===== src/rtl/debounce_filter_if.sv =====
// rtl/debounce_filter_if.sv - debounce filter signal bundle; edge pulses present with DEBOUNCE_EDGE_OUT_EN
interface debounce_filter_if;
  logic din;
  logic dout;
  logic busy;
`ifdef DEBOUNCE_EDGE_OUT_EN
  logic rise_pulse;
  logic fall_pulse;

  modport master (output din, input dout, input busy, input rise_pulse, input fall_pulse);
  modport slave  (input din, output dout, output busy, output rise_pulse, output fall_pulse);
`else
  modport master (output din, input dout, input busy);
  modport slave  (input din, output dout, output busy);
`endif
endinterface


===== src/rtl/debounce_filter.sv =====
// rtl/debounce_filter.sv - synchronizer plus qualification FSM that debounces din; DEBOUNCE_EDGE_OUT_EN adds rise/fall pulses
module debounce_filter #(
  parameter int SYNC_STAGES   = 2,
  parameter int STABLE_CYCLES = 3
) (
  input logic              clk,
  input logic              rst,
  debounce_filter_if.slave bus
);
  localparam int CW = $clog2(STABLE_CYCLES + 1);
  localparam logic [CW-1:0] CNT_DONE = CW'(STABLE_CYCLES);

  typedef enum logic [1:0] {STABLE_LO, CHK_HI, STABLE_HI, CHK_LO} state_t;

  state_t                 state_q, state_d;
  logic [SYNC_STAGES-1:0] sync_chain_q, sync_chain_d;
  logic [CW-1:0]          cnt_q, cnt_d, cnt_inc;
  logic                   dout_q, dout_d;
  logic                   busy_q, busy_d;
  logic                   sync_q;

  assign sync_q  = sync_chain_q[SYNC_STAGES-1];
  // Saturating increment keeps the counter from wrapping whatever the count reaches.
  assign cnt_inc = (cnt_q == CNT_DONE) ? cnt_q : cnt_q + 1'b1;

  always_comb begin
    sync_chain_d = {sync_chain_q[SYNC_STAGES-2:0], bus.din};
    state_d      = state_q;
    cnt_d        = cnt_q;
    case (state_q)
      STABLE_LO: if (sync_q) begin
        if (STABLE_CYCLES == 1) state_d = STABLE_HI;
        else begin
          state_d = CHK_HI;
          cnt_d   = CW'(1);
        end
      end
      CHK_HI: if (sync_q) begin
        cnt_d = cnt_inc;
        if (cnt_inc == CNT_DONE) begin
          state_d = STABLE_HI;
          cnt_d   = '0;
        end
      end else begin
        state_d = STABLE_LO;
        cnt_d   = '0;
      end
      STABLE_HI: if (!sync_q) begin
        if (STABLE_CYCLES == 1) state_d = STABLE_LO;
        else begin
          state_d = CHK_LO;
          cnt_d   = CW'(1);
        end
      end
      CHK_LO: if (!sync_q) begin
        cnt_d = cnt_inc;
        if (cnt_inc == CNT_DONE) begin
          state_d = STABLE_LO;
          cnt_d   = '0;
        end
      end else begin
        state_d = STABLE_HI;
        cnt_d   = '0;
      end
      default: begin
        state_d = STABLE_LO;
        cnt_d   = '0;
      end
    endcase
    // Outputs are decoded from the next state so they land in flops on the same edge.
    dout_d = (state_d == STABLE_HI) || (state_d == CHK_LO);
    busy_d = (state_d == CHK_HI) || (state_d == CHK_LO);
  end

  always_ff @(posedge clk) begin
    if (rst) begin
      state_q      <= STABLE_LO;
      sync_chain_q <= '0;
      cnt_q        <= '0;
      dout_q       <= 1'b0;
      busy_q       <= 1'b0;
    end else begin
      state_q      <= state_d;
      sync_chain_q <= sync_chain_d;
      cnt_q        <= cnt_d;
      dout_q       <= dout_d;
      busy_q       <= busy_d;
    end
  end

  assign bus.dout = dout_q;
  assign bus.busy = busy_q;

`ifdef DEBOUNCE_EDGE_OUT_EN
  logic rise_q, rise_d;
  logic fall_q, fall_d;

  always_comb begin
    rise_d = dout_d & ~dout_q;
    fall_d = ~dout_d & dout_q;
  end

  always_ff @(posedge clk) begin
    if (rst) begin
      rise_q <= 1'b0;
      fall_q <= 1'b0;
    end else begin
      rise_q <= rise_d;
      fall_q <= fall_d;
    end
  end

  assign bus.rise_pulse = rise_q;
  assign bus.fall_pulse = fall_q;
`endif
endmodule


===== src/flat_wrapper.sv =====
// flat-port wrapper written by rule: the top's interface ports become plain ports
module debounce_filter_flat 
#(
  parameter int SYNC_STAGES   = 2,
  parameter int STABLE_CYCLES = 3
)
  (clk, rst, bus_din, bus_dout, bus_busy);
  debounce_filter_if bus_i ();
  input logic clk;
  input logic rst;
  input wire logic [$bits(bus_i.din)-1:0] bus_din;
  output wire logic [$bits(bus_i.dout)-1:0] bus_dout;
  output wire logic [$bits(bus_i.busy)-1:0] bus_busy;
  assign bus_i.din = bus_din;
  assign bus_dout = bus_i.dout;
  assign bus_busy = bus_i.busy;
  debounce_filter #(.SYNC_STAGES(SYNC_STAGES), .STABLE_CYCLES(STABLE_CYCLES)) u_core (.clk(clk), .rst(rst), .bus(bus_i));
endmodule

===== config.mk =====
export PLATFORM = sky130hd
export DESIGN_NAME = debounce_filter_flat
export DESIGN_NICKNAME = d
export VERILOG_FILES = /design/src/rtl/debounce_filter_if.sv /design/src/rtl/debounce_filter.sv /design/src/flat_wrapper.sv
export SDC_FILE = /design/constraint.sdc
export NUM_CORES = 1
export LEC_CHECK = 0
export ABC_AREA = 1
export CORE_AREA = 2 2 39 41
export DETAILED_ROUTE_END_ITERATION = 6
export DIE_AREA = 0 0 41 43
export PLACE_DENSITY_LB_ADDON = 0.08
export RECOVER_POWER = 25
export SKIP_CTS_REPAIR_TIMING = 1
export SYNTH_ARGS = -nofsm -noshare
export SYNTH_HDL_FRONTEND = slang
export SYNTH_SLANG_ARGS = --single-unit

===== constraint.sdc =====
create_clock -name clk -period 0.8 [get_ports clk]
set_input_delay 0.16 -clock clk [delete_from_list [all_inputs] [get_ports clk]]
set_output_delay 0.16 -clock clk [all_outputs]
set_load 0.005 [all_outputs]

* Yosys cells after proc, flatten, opt, wreduce, memory -nomap -nowiden
Cells that the tools add are included.
** Word-level totals
- Logic and storage cells :: 34
- Output and inout port bits :: 2
- Register bits after elaboration :: 8
- Input bits :: 3
** Cells by class
- Equal/unequal tests :: 10
- Reduce and logical (&&, ||, !) cells :: 4
- Add/sub/neg operators :: 1
- Multiplexer cells :: 14
** Operators by type and width (number)
- $mux W2 :: 12
- $pmux W2 S4 :: 2
- $eq A2 B2 Y1 const B :: 6
- $eq A2 B1 Y1 const B :: 2
- $add A2 B1 Y2 const B :: 1
- $logic_not A2 Y1 :: 1
- $logic_or A1 B1 Y1 :: 2
- $ne A2 B1 Y1 const B :: 1
- $ne A2 B2 Y1 const B :: 1
- $reduce_and A2 Y1 :: 1

* Depth between registers and ports, before layout
Gate-level depths: netlist of run 1.
- Depth after elaboration :: 8
- Mapped depth :: 5
- Gate-level depth less buffers :: 5

* Least setup slack after synthesis of run 1
OpenSTA, ideal clock, no wires.
- Kind :: reg2reg
- From :: register u_core.bus.busy (netlist name)
- To :: register u_core.dout_q, in the netlist u_core.bus.dout
- Data required time :: 675 ps
- Data arrival time :: 661 ps
- Period minus slack after synthesis :: 786 ps
- Setup time :: 125 ps
- Stages on the path, launching flop included :: 4
- Slack :: 14 ps
- Cells stage by stage :: dfxtp_1 -> nand2_2 -> o21ai_0 -> a21oi_1
** RTL lines
- end signal, assigned :: line debounce_filter.sv:86 : dout_q <= dout_d;
- end, declared :: line debounce_filter.sv:18 : logic dout_q, dout_d;

==> run metrics, run 1 <==
worst setup path end=u_core.state_q[1]; vias=253; final setup margin=-29.2 ps; synthesized area per cell=7.07 um^2; Nets=53; Sink Count=7; Fill cells=158; slew at the pin with the worst max-slew slack=154 ps; DRT Wirelength=444 um; Ys Warns=0; final setup violation count=6; Reg2Reg Depth=4; max cap viols=0; FP Rows=14; Final Hold Viols=0; largest net degree at the start of global routing=5; die area=0.00176 mm^2; first-pass GRT wire length=834 um; DRC=0; total gr overflow=0; CTS Buffer Depth=2; crit path capture type=flip-flop; DP Wirelength=368 um; Die H=43 um; routability cong.=0.786; worst skew pair latency=250 ps; Layout Skew=1.89 ps; syn_nets=40; Tot Pwr=0.000738 W; largest family of logic cells by synthesized area=simple AND/OR/NAND/NOR gates; Post-Synth XOR/XNOR Area=0%; area grow syn2layout=47.4%; outcome=finished with violations; leakage power=0.213 nW; Slew Limit Fails=0; post-route minimum period=829 ps; TritonCTS clock tree=built; Starting DRT DRC Count=4; crit path DAT=1000 ps; Reg2Reg Launch Point=u_core.bus.busy; post-place setup slack=-271 ps; # H-tree levels=1; CP Launch Type=flip-flop; reg2reg end=u_core.state_q[1]; total track usage=7.41%; layout cells sized above 1=36.7%; Clk pin slew, worst setup/hold paths=50 ps; WHS=398 ps; initial antenna violation count=0; worst setup path startpoint=u_core.bus.busy; Req. time, crit path=970 ps; Ports=5; post-synthesis register bit count=7; RSZ-0062 raised after global routing=yes; clock tree root driver cell=clkbuf_4; Cell Pwr Density=1920 mW/mm^2; number of global-route vias before repair=240; mux cell area share after synthesis=0%; chip width=41 um; Slew headroom=89.7%; number of port buffers=4; CP max FO=3; mapped cell area=262 um^2; Non-Filler Instances=65; total CTS buffers=3; Post-Synth Simple-Gate Area=25.8%; area of the multi-input gates=100 um^2; core area=0.00138 mm^2; sequential cell area=145 um^2; Seq/Total Area, Yosys=53.6%; post-synthesis cell count=37; synth unique cells=10; placed cells=61; Final ANT Viol Nets=0; DR vias/cell=3.89; final period utilization=104%; r2r setup slk=-30 ps; f_max=1210 MHz; Avg WL per Cell=6.83 um; hold crit path type=reg2reg; CP Class=reg2reg; Pre-antenna DRT Iters=4; worst vdd ir=0.770 mV; failing checks=setup timing; diode count=0; initial core utilization=18.9%; compound-gate portion of the synthesized area=7.66%; Post-Synth Adder-Cell Area=0%
-- layout by cell type (no fill, tap or decap) --
master,n
clkbuf_4,3
dfxtp_2,4
nand2_1,8
dfxtp_1,3
inv_1,6
clkbuf_1,1
clkbuf_2,2
nor2_1,6
buf_4,4
a21oi_1,2
o21ai_1,2
clkdlybuf4s50_1,2
inv_2,3
nand3_1,1
nand2_4,2
-- metrics by stage --
step | setup TNS (ps) | util [%] | area, um^2
after global routing | -428 | 27.8 | 385
final | -121 | 27.8 | 385
after global placement | -1470 | 25.4 | 352
after floorplan | 0 | - | 262
after detailed placement | -1550 | 25.4 | 352
after CTS | -1210 | 27.3 | 378
-- Yosys cell counts --
library cell | count | area, um^2
o21ai_1 | 1 | 5.00
nand2_1 | 9 | 33.8
nand2_2 | 1 | 6.26
nor2_1 | 6 | 22.5
inv_1 | 7 | 26.3
nand3_1 | 1 | 5.00
a21oi_1 | 2 | 10.0
o21ai_0 | 1 | 5.00
inv_2 | 2 | 7.51
dfxtp_1 | 7 | 140
-- cell families (layout without fill, tap and decap cells) --
logic type             after synthesis  count (layout)
AO/OA/AOI/OAI                        4               4
buffers and inverters                9              21
flip-flops                           7               7
AND/OR/NAND/NOR                     17              17
-- registers in the layout, indices dropped and copies added, names as in the netlist --
signal / count
u_core.sync_chain_q: 2
u_core.bus.busy: 1
u_core.cnt_q: 2
u_core.state_q: 1
u_core.bus.dout: 1
-- metal layers --
metal | wire, um | vias to the layer above | global-route usage [%]
li1 | - | 133 | -
met4 | 10 | 0 | 8.00
met1 | 202 | 109 | 7.99
met2 | 197 | 9 | 9.69
met5 | 0 | - | 0
met3 | 35 | 2 | 3.14
-- worst min path at each step --
stage / from / to / slack [ps] / cells after the start
after global routing: u_core.sync_chain_q[0] / u_core.sync_chain_q[1] / 420 / 2
after detailed placement: u_core.sync_chain_q[0] / u_core.sync_chain_q[1] / 400 / 2
after CTS: u_core.sync_chain_q[0] / u_core.sync_chain_q[1] / 410 / 2
final: u_core.sync_chain_q[0] / u_core.sync_chain_q[1] / 400 / 2
after floorplan: rst / u_core.sync_chain_q[0] / 230 / 1
after global placement: u_core.sync_chain_q[0] / u_core.sync_chain_q[1] / 400 / 2
-- where the power goes --
| group | internal, W | switching [W] | total, W |
|---|---|---|---|
| Sequential | 0.000363 | 0.00000804 | 0.000371 |
| Clock | 0.000190 | 0.000122 | 0.000312 |
| Combinational | 0.0000293 | 0.0000257 | 0.0000549 |
-- cell type report --
type,instances,area share [%]
well taps,16,5.19
repair buffers,8,15.6
clock buffers,4,6.82
inverters,9,8.77
multi-input cells,21,26.0
flip-flops and latches,7,37.7
-- critical path: stages, from the launching register on --
cell and delay (ps):
dfxtp_2 320, buf_4 120, nand2_4 60, buf_4 140, a21oi_1 120
(Power assumes the default switching activity.)
==> inputs of run 2 (changes only) <==
--- a/config.mk
+++ b/config.mk
@@ -6,9 +6,11 @@
 export NUM_CORES = 1
 export LEC_CHECK = 0
 export ABC_AREA = 1
+export ABC_CLOCK_PERIOD_IN_PS = 800
 export CORE_AREA = 2 2 39 41
 export DETAILED_ROUTE_END_ITERATION = 6
 export DIE_AREA = 0 0 41 43
+export DONT_BUFFER_PORTS = 1
 export PLACE_DENSITY_LB_ADDON = 0.08
 export RECOVER_POWER = 25
 export SKIP_CTS_REPAIR_TIMING = 1
==> run metrics, run 2 (same netlist as run 1, synthesis figures left out) <==
outcome=finished with violations; failing checks=setup timing; largest net degree at the start of global routing=6; Pre-antenna DRT Iters=1; crit path DAT=710 ps; number of global-route vias before repair=219; commonest non-fill, non-tap cell in the layout=inv_1; Tot Pwr=0.000736 W; # H-tree levels=1; CP peak stage delay=350 ps; worst skew pair latency=250 ps; Non-Filler Instances=63; final setup violation count=3; DP Wirelength=386 um; DR vias/cell=3.62; Final ANT Viol Nets=0; initial antenna violation count=0; TritonCTS clock tree=built; CP max FO=3; f_max=1140 MHz; RSZ-0062 raised after global routing=yes; wl on met1=216 um; max cap viols=0; Die H=43 um; slew at the pin with the worst max-slew slack=147 ps; layout cells sized above 1=40.4%; Seq pwr share=49.8%; Final Hold Viols=0; Req. time, crit path=640 ps; hold crit path type=in2reg; switching part of the total power=23.1%; Ports=5; met2 WL post-DR=247 um; initial core utilization=18.9%; worst path buffer plus inverter count=1; total CTS buffers=3; CP Class=reg2out; Gate power share=6.9%; worst setup path startpoint=u_core.bus.busy; total gr overflow=0; Reg2Reg Depth=3; r2r setup slk=-20 ps; final setup margin=-73.9 ps; clock tree root driver cell=clkbuf_4; final period utilization=109%; chip width=41 um; slowest CP cell=dfxtp_4; diode count=0; Slew Limit Fails=0; post-route minimum period=874 ps; Avg WL per Cell=7.92 um; placed cells=56; Pint=0.000567 W; crit path cell chain=buf_6; metal3 WL=35 um; total track usage=7.45%; leakage power=0.198 nW; Crit path max-delay family=flip-flops; worst vdd ir=0.700 mV; Layout Skew=6.00 ps; CP Launch Type=flip-flop; first-pass GRT wire length=821 um; number of port buffers=0; routability cong.=0.693; Clk pin slew, worst setup/hold paths=60 ps; Starting DRT DRC Count=0; reg2reg end=u_core.bus.dout; Slew headroom=90.2%; Reg2Reg Launch Point=u_core.sync_chain_q[1]; most frequent cells in the layout=7 x inv_1, 6 x nor2_1, 6 x nand2_1; largest registers=u_core.cnt_q: 2 flops, u_core.sync_chain_q: 2 flops; WHS=105 ps; DRC=0; hold depth=3; core area=0.00138 mm^2; Sink Count=7; Cell Pwr Density=1900 mW/mm^2; worst setup path end=bus_busy; crit path capture type=primary output; Max Used Layer=met3; DRT Wirelength=499 um; FP Rows=14; sw power=0.000170 W; Nets=51; clock power share=43.3%; Levels on crit path=1; area grow syn2layout=47.8%; vias=228; CTS Buffer Depth=2; die area=0.00176 mm^2
## run 2: area by class of cell
class	count	area [um^2]
repair buffers	6	53.8
well taps	16	20.0
fillers	152	997
clock inverters	1	5.00
clock buffers	3	22.5
multi-input cells	21	103
flip-flops and latches	7	149
inverters	9	33.8
## run 2: routing by layer
metal  vias to the layer above  track usage, %
met1                        97            8.12
met4                         0            10.0
met2                         5            9.06
li1                        126               -
met3                         0            2.62
met5                         -               0
## run 2: metrics by stage
step / cell area (um^2) / utilization, % / setup TNS, ps / worst slack (ps)
after detailed placement: 304 / 22.0 / -142 / -57.9
after global routing: 387 / 27.9 / -271 / -111
after CTS: 332 / 24.0 / -342 / -131
after global placement: 304 / 22.0 / -52.5 / -30.1
final: 387 / 27.9 / -102 / -73.9
after floorplan: 262 / - / 0 / 13.8
## run 2: worst min path at each step
stage / from / to / slack (ps)
6_report: rst / u_core.state_q[1] / 100
5_1_grt: rst / u_core.state_q[1] / 120
4_1_cts: rst / u_core.sync_chain_q[1] / -40
3_5_place_dp: rst / u_core.sync_chain_q[1] / 240
3_3_place_gp: rst / u_core.sync_chain_q[1] / 230
2_1_floorplan: rst / u_core.sync_chain_q[0] / 230
## run 2: power by group through the flow
stage / Clock (W) / Combinational (W) / Sequential [W]
finish: 0.000319 / 0.0000510 / 0.000367
global route: 0.000359 / 0.0000579 / 0.000369
CTS: 0.000336 / 0.0000351 / 0.000370
detailed placement: 0 / 0.0000348 / 0.000377
global placement: 0 / 0.0000343 / 0.000378
floorplan: 0 / 0.0000257 / 0.000376
==> inputs of run 3 (changes only) <==
--- a/config.mk
+++ b/config.mk
@@ -7,10 +7,12 @@
 export LEC_CHECK = 0
 export ABC_AREA = 1
 export ABC_CLOCK_PERIOD_IN_PS = 800
+export CAP_MARGIN = 20
 export CORE_AREA = 2 2 39 41
 export DETAILED_ROUTE_END_ITERATION = 6
 export DIE_AREA = 0 0 41 43
 export DONT_BUFFER_PORTS = 1
+export HOLD_SLACK_MARGIN = 0.03
 export PLACE_DENSITY_LB_ADDON = 0.08
 export RECOVER_POWER = 25
 export SKIP_CTS_REPAIR_TIMING = 1
==> results of run 3 <==
Same layout as run 2: the final DEF is identical, and so are final timing and power.
